## config.mk

```make
export PLATFORM = sky130hd
export DESIGN_NAME = mips_fetch
export DESIGN_NICKNAME = d
export VERILOG_FILES = /design/src/rtl/mips_pkg.sv /design/src/rtl/mips_fetch.sv
export SDC_FILE = /design/constraint.sdc
export NUM_CORES = 1
export LEC_CHECK = 0
export BUFFER_PORTS_ARGS = -buffer_cell sky130_fd_sc_hd__buf_2
export CAP_MARGIN = 20
export CORE_ASPECT_RATIO = 0.6
export CORE_MARGIN = 2
export CORE_UTILIZATION = 46
export DETAILED_ROUTE_END_ITERATION = 16
export GPL_ROUTABILITY_DRIVEN = 0
export PLACE_DENSITY = 0.84
export SYNTH_ARGS = -nofsm -noshare
export SYNTH_HDL_FRONTEND = slang
export SYNTH_SLANG_ARGS = --single-unit
```

## constraint.sdc

```tcl
create_clock -name clk -period 1.81 [get_ports clk]
set_clock_uncertainty 0.05 [all_clocks]
set_input_delay 0.0905 -clock clk [delete_from_list [all_inputs] [get_ports clk]]
set_output_delay 0.0905 -clock clk [all_outputs]
set_load 0.1 [all_outputs]
```

## src/rtl/mips_pkg.sv

```systemverilog
// Shared definitions for the MIPS fetch stage: reset/halt addresses, fetch FSM states, byte swap.
package mips_pkg;

   localparam int unsigned XLEN = 32;

   // Default PC after reset and the jump target that halts the CPU
   localparam logic [XLEN-1:0] DEF_RESET_VECTOR = 32'hBFC0_0000;
   localparam logic [XLEN-1:0] DEF_HALT_ADDR    = 32'h0000_0000;

   // Clears the byte-offset bits of a word address
   localparam logic [XLEN-1:0] WORD_MASK = 32'hFFFF_FFFC;

   typedef enum logic [1:0] {
      FETCH  = 2'd0,
      HOLD   = 2'd1,
      HALTED = 2'd2
   } fetch_state_t;

   // Reverse byte order: little-endian bus word -> big-endian instruction word
   function automatic logic [XLEN-1:0] bswap32(input logic [XLEN-1:0] w);
      return {w[7:0], w[15:8], w[23:16], w[31:24]};
   endfunction

endpackage

```

## src/rtl/mips_fetch.sv

```systemverilog
// Instruction fetch stage: one Avalon-MM read at a time, hands each word to decode,
// applies taken branches/jumps after the delay slot, and halts on a jump to HALT_ADDR.
module mips_fetch
   import mips_pkg::*;
#(
   parameter logic [XLEN-1:0] RESET_VECTOR = DEF_RESET_VECTOR,
   parameter logic [XLEN-1:0] HALT_ADDR    = DEF_HALT_ADDR,
   parameter bit              BYTE_SWAP    = 1'b1
) (
   input  logic            clk,
   input  logic            reset,
   output logic            active,
   output logic [XLEN-1:0] address,
   output logic            read,
   input  logic            waitrequest,
   input  logic [XLEN-1:0] readdata,
   output logic [XLEN-1:0] instr,
   output logic [XLEN-1:0] instr_pc,
   output logic            instr_valid,
   input  logic            instr_ready,
   input  logic            redirect_valid,
   input  logic [XLEN-1:0] redirect_target
);

   fetch_state_t    state_q;
   logic [XLEN-1:0] pc_q;
   logic [XLEN-1:0] tgt_q;
   logic            pending_q;
   logic [XLEN-1:0] instr_q;
   logic [XLEN-1:0] instr_pc_q;
   logic            instr_valid_q;
   logic            active_q;

   logic [XLEN-1:0] pc_inc_d;
   logic [XLEN-1:0] fetch_word_d;
   logic [XLEN-1:0] redirect_aligned_d;
   logic            consume_d;
   logic            halt_hit_d;

   // Datapath helpers: sequential PC, bus word in instruction byte order, aligned redirect
   always_comb begin
      pc_inc_d           = pc_q + XLEN'(4);
      fetch_word_d       = BYTE_SWAP ? bswap32(readdata) : readdata;
      redirect_aligned_d = redirect_target & WORD_MASK;
      consume_d          = instr_valid_q && instr_ready;
      halt_hit_d         = (tgt_q == (HALT_ADDR & WORD_MASK));
   end

   // Fetch FSM with PC, delay-slot redirect bookkeeping and the instruction holding register
   always_ff @(posedge clk) begin
      if (reset) begin
         state_q       <= FETCH;
         pc_q          <= RESET_VECTOR & WORD_MASK;
         tgt_q         <= '0;
         pending_q     <= 1'b0;
         instr_q       <= '0;
         instr_pc_q    <= '0;
         instr_valid_q <= 1'b0;
         active_q      <= 1'b0;
      end else begin
         case (state_q)
            FETCH: begin
               // active_q is still low on the first edge after reset, so no read is in flight yet
               active_q <= 1'b1;
               if (active_q && !waitrequest) begin
                  instr_q       <= fetch_word_d;
                  instr_pc_q    <= pc_q;
                  instr_valid_q <= 1'b1;
                  state_q       <= HOLD;
               end
            end
            HOLD: begin
               if (consume_d) begin
                  instr_valid_q <= 1'b0;
                  if (pending_q) begin
                     // Delay slot retired: redirect now; a jump sitting in the delay slot is dropped
                     pending_q <= 1'b0;
                     if (halt_hit_d) begin
                        state_q  <= HALTED;
                        active_q <= 1'b0;
                     end else begin
                        pc_q    <= tgt_q;
                        state_q <= FETCH;
                     end
                  end else if (redirect_valid) begin
                     tgt_q     <= redirect_aligned_d;
                     pending_q <= 1'b1;
                     pc_q      <= pc_inc_d;
                     state_q   <= FETCH;
                  end else begin
                     pc_q    <= pc_inc_d;
                     state_q <= FETCH;
                  end
               end
            end
            HALTED: begin
               active_q      <= 1'b0;
               instr_valid_q <= 1'b0;
            end
            default: begin
               state_q       <= HALTED;
               active_q      <= 1'b0;
               instr_valid_q <= 1'b0;
            end
         endcase
      end
   end

   // Bus strobe/address and CPU status decoded from the registered state
   always_comb begin
      read        = 1'b0;
      address     = pc_q & WORD_MASK;
      active      = active_q;
      instr       = instr_q;
      instr_pc    = instr_pc_q;
      instr_valid = instr_valid_q;
      if (active_q && (state_q == FETCH)) begin
         read = 1'b1;
      end
   end

endmodule
```

# --- Word-level counts from Yosys, hierarchy flattened ---
# Index checks and enable logic that the tools add are counted.
totals:
  wordCells: 48
  output_inout_bits: 99
  input_bits: 69
  regBits: 131
classes:
  reduce_logical: 13
  eq_ne: 7
  bitwise_logic: 2
  n_mux: 17
  n_addsub: 1
ops:
  columns: ["op", "count"]
  rows:
  - ["32-bit two-way mux", 2]
  - ["32-bit by 3-bit adder with 32-bit output, second input constant", 1]
  - ["32-bit zero test", 1]
  - ["2-bit != test, second input constant", 5]
  - ["3-bit AND reduction", 3]
  - ["1-bit two-way mux", 8]
  - ["2-bit two-way mux", 4]
  - ["2-bit case mux with 3 select lines", 1]
  - ["2-bit AND reduction", 3]
  - ["1-bit case mux with 2 select lines", 2]
  - ["4-bit AND reduction", 1]
  - ["1-bit logical AND", 3]
  - ["2-bit by 1-bit equality test with 1-bit output, second input constant", 1]
  - ["2-bit equality test, second input constant", 1]
  - ["2-bit zero test", 1]
  - ["1-bit NOT", 2]
  - ["1-bit zero test", 1]

# --- Depth between registers and ports, before layout ---
logic_depth:
  word_depth: 5
  ltp_mapped: 7
  ltp_nobuf: 6

# --- Least setup slack after synthesis ---
# OpenSTA, ideal clock, no wires.
synth_path:
  kind: "register -> register"
  start: "register active_q (netlist: active)"
  end: "register instr_pc_q[5] (netlist: instr_pc[5])"
  required_time_ns: 1.690
  path_slack_ns: -2.592
  arrival_ns: 4.281
  path_buffers: 2
  synth_period_minus_slack_ns: 4.402
  setup_time_ns: 0.070
  path_stages_with_launch: 7
  cell_sequence: "dfxtp_1 -> nor3b_1 -> nor2b_1 -> buf_2 -> clkbuf_1 -> nand2_1 -> a21oi_1"
synth_between:
  elab_chain_len: 2
synth_rtl:
  columns: ["element", "line_no", "text"]
  rows:
  - ["start, declared", "mips_fetch.sv:32", "logic active_q;"]
  - ["start signal, assigned", "mips_fetch.sv:59", "active_q <= 1'b0;"]
  - ["start signal, assigned", "mips_fetch.sv:64", "active_q <= 1'b1;"]
  - ["start signal, assigned", "mips_fetch.sv:80", "active_q <= 1'b0;"]
  - ["1-bit logical AND", "mips_fetch.sv:65", "if (active_q && !waitrequest) begin"]
  - ["2-bit AND reduction (no source line)", null, null]
  - ["end signal, assigned", "mips_fetch.sv:67", "instr_pc_q <= pc_q;"]
  - ["end, declared", "mips_fetch.sv:30", "logic [XLEN-1:0] instr_pc_q;"]
# No other way between the ends.
# A chain may end at the register's enable or synchronous reset.

# --- Worst setup path in the final report ---
layout_path:
  start: "register tgt_q[15]"
  end: "register pc_q[22]"
layout_between:
  elab_chain_len: 3
layout_rtl:
  columns: ["element", "line_no", "text"]
  rows:
  - ["start, declared", "mips_fetch.sv:27", "logic [XLEN-1:0] tgt_q;"]
  - ["start signal, assigned", "mips_fetch.sv:86", "tgt_q <= redirect_aligned_d;"]
  - ["32-bit zero test", "mips_fetch.sv:46", "halt_hit_d = (tgt_q == (HALT_ADDR & WORD_MASK));"]
  - ["2-bit != test (no source line)", null, null]
  - ["3-bit AND reduction (no source line)", null, null]
  - ["end signal, assigned", "mips_fetch.sv:53", "pc_q <= RESET_VECTOR & WORD_MASK;"]
  - ["end signal, assigned", "mips_fetch.sv:82", "pc_q <= tgt_q;"]
  - ["end signal, assigned", "mips_fetch.sv:88", "pc_q <= pc_inc_d;"]
  - ["end, declared", "mips_fetch.sv:26", "logic [XLEN-1:0] pc_q;"]
# No other way between the ends.

==> flow_metrics.tcl <==
set metrics [dict create \
    clockBufferDepth 2 \
    final-max-slew-violation-count 0 \
    worst_pin_slew_ns 0.564 \
    fmax_mhz 509 \
    period_minus_slack_ns 1.97 \
    syn2layout_area_growth_pct 58.3 \
    synth.distinct_cells 57 \
    cp.arrival_ns 2.22 \
    worstSkewPairLatency_ns 0.42 \
    clk_pin_slew_ns 0.06 \
    num_vias 6354 \
    synth-seq-cells 127 \
    outcome "finished, violations left" \
    antenna_found_initial 0 \
    post_dp_cell_area_um2 7110 \
    mostFrequentLayoutCells "nand2_1 (207), buf_2 (160), a21oi_1 (108)" \
    slowest_stage "dfxtp_2" \
    dp_hpwl_um 11400 \
    combPwrFrac 0.167 \
    slew_headroom 0.624 \
    min_from "waitrequest" \
    die_x_um 145 \
    violations "setup timing" \
    routed_wl_um 19000 \
    die-area_um2 12800 \
    ant_nets 0 \
    nNetsFinal 1045 \
    syn_area_um2 5460 \
    rsz0062_at_grt "true" \
    drt-initial-drc-count 565 \
    synth-edff-count 0 \
    grt_use_total 0.291 \
    ys_seq_area_frac 0.466 \
    finalSetupViolations 25 \
    synthFlopType "dfxtp_1" \
    p_total_mw 7.57 \
    clockPowerShare 0.446 \
    p_switching_mw 2.38 \
    critPathMaxStageDelay_ns 0.34 \
    rr_startpoint "tgt_q[15]" \
    power.leakage_nw 3.53 \
    cts_buffers 17 \
    yosys-top-cells-area "dfxtp_1 (47%), nand2_1 (14%), a21oi_1 (10%), clkbuf_1 (3.0%), nor4_1 (2.5%)" \
    crit_type "reg2reg" \
    row_count 30 \
    grt_start_max_net_pins 100 \
    ys_warn_count 0 \
    ir_drop_mv 0.657 \
    synth_top_area_frac 0.466 \
    grt_pass1_vias 5899 \
    fin_util 0.755 \
    end_kind "register" \
    hold_class "in2reg" \
    crit_chain "nor4_4 > buf_4 > nand4_1 > o21ai_4 > buf_12 > a21oi_1 > o32a_1" \
    cts_tree "built" \
    p_int_mw 5.20 \
    drcViolationCount 0 \
    design_area_um2 8640 \
    drive_gt1_frac 0.374 \
    fin_crit_sh 1.09 \
    worst_slack_ns -0.155 \
    whs_ns 0.141 \
    final_common_cell "nand2_1" \
    maxCapViolCount 0 \
    firstDrtPassIters 5 \
    overflow 0 \
    grt_pass1_wl_um 29300 \
    cp.required_ns 2.07 \
    syn_inst 701 \
    synth_area_per_cell_um2 7.79 \
    critPathLaunchType "register" \
    sw_frac_of_total 0.314 \
    io_buffer_count 161 \
    startpoint "tgt_q[15]" \
    cts.sinks 127 \
    ctsHtreeMaxLevel 4 \
    ios 168 \
    cp_max_fo 8 \
    postSynth.asyncResetShare 0 \
    p_per_area_nw_per_um2 877 \
    cts_root_buffer "clkbuf_16" \
    wl_per_cell_um 16.5 \
    hold_viol 0 \
    coreArea_um2 11400 \
    synth_top_area_cell "dfxtp_1" \
    initial_core_util 0.477 \
    seq_power_share 0.387 \
    die_y_um 88.4 \
    viasPerCell 5.53 \
]
## worst paths after layout
path / endpoint / slack [ns] / cells after the start
worst max-delay path: pc_q[22] / -0.16 / 7
worst min-delay path: instr_pc[12] / 0.14 / 5
worst max register to register: pc_q[22] / -0.16 / 7
worst min register to register: instr_pc[18] / 0.40 / 2
## kinds of logic (layout without fill, tap and decap cells)
group | after synthesis | count (layout) | synth area share
flip-flops | 127 | 127 | 0.466
other | 1 | 5 | 0.000687
AND/OR/NAND/NOR | 319 | 319 | 0.268
AO/OA/AOI/OAI | 184 | 184 | 0.205
adder cells (fa/ha/maj) | 1 | 1 | 0.00229
multiplexers | 4 | 4 | 0.00734
buffers and inverters | 65 | 349 | 0.0509
## power groups by stage
stage | Sequential (mW) | Clock, mW | Combinational (mW)
detailed placement | 2.99 | 0 | 1.11
CTS | 2.93 | 3.39 | 1.23
global placement | 2.98 | 0 | 1.10
finish | 2.93 | 3.38 | 1.26
global route | 2.94 | 3.55 | 1.32
floorplan | 3.53 | 0 | 0.330
## worst max-delay path, delay by kind of cell (launching register included)
kind	cells	cell delay, ns
flip-flops	1	0.34
AO/OA/AOI/OAI	3	0.63
AND/OR/NAND/NOR	2	0.49
buffers and inverters	2	0.34
## cell type report
cell class / instances / area (µm²)
Clock inverter: 13 / 125
Inverter: 7 / 26.3
Clock buffer: 19 / 454
Fill cell: 742 / 2810
Antenna cell: 1 / 2.50
Timing Repair Buffer: 310 / 2210
Sequential cell: 127 / 2640
Tap cell: 160 / 200
Multi-Input combinational cell: 512 / 2980
## per-stage QoR
stage               std cells  setup TNS, ns  worst slack, ns
detailed placement       1048          -3.75           -0.163
global placement         1048         -0.838           -0.106
CTS                      1148          -1.08           -0.118
global route             1148          -5.49           -0.272
floorplan                 704         -30.61           -0.489
finish                   1149          -2.32           -0.155
## synthesized netlist by cell type, types with 3 or more instances
library cell and instances:
a211oi_1 6, a21oi_1 110, a221oi_1 4, a22oi_1 10, a311oi_1 3, a31oi_1 14
and2_1 4, and3_1 9, and4_1 4, buf_2 6, buf_4 7, clkbuf_1 43
dfxtp_1 127, inv_1 7, mux2i_1 4, nand2_1 208, nand2b_1 5, nand3_1 12
nand4_1 11, nor2_1 15, nor2b_1 4, nor3_1 9, nor4_1 22, o211ai_1 3
o21a_1 3, o21ai_0 4, o21ai_1 3, o22ai_1 3, o31ai_1 3, or3_1 3
## what timing repair did
| action | 4_1_cts | 5_1_grt |
|---|---|---|
| gates resized for setup | 20 | 37 |
| pin swaps | 18 | 28 |
| hold buffers | 63 | 0 |
| buffers inserted | 4 | 1 |
| setup endpoints to repair | 60 | 61 |
| hold endpoints to repair | 63 | 0 |
| cloned | 1 | 0 |
## layer usage
layer,global-route usage,share of wire,vias to the layer above
li1,-,-,3015
met1,0.384,0.42,2967
met3,0.0731,0.095,38
met5,0,0,-
met2,0.470,0.46,334
met4,0.105,0.018,0
## registers in the layout, indices dropped and copies added, names as in the netlist
signal / flops
instr_pc: 30
instr_valid: 1
instr: 32
active: 1
pending_q: 1
state_q: 2
tgt_q: 30
pc_q: 30
Note: power is estimated with default switching activity, not from simulation.
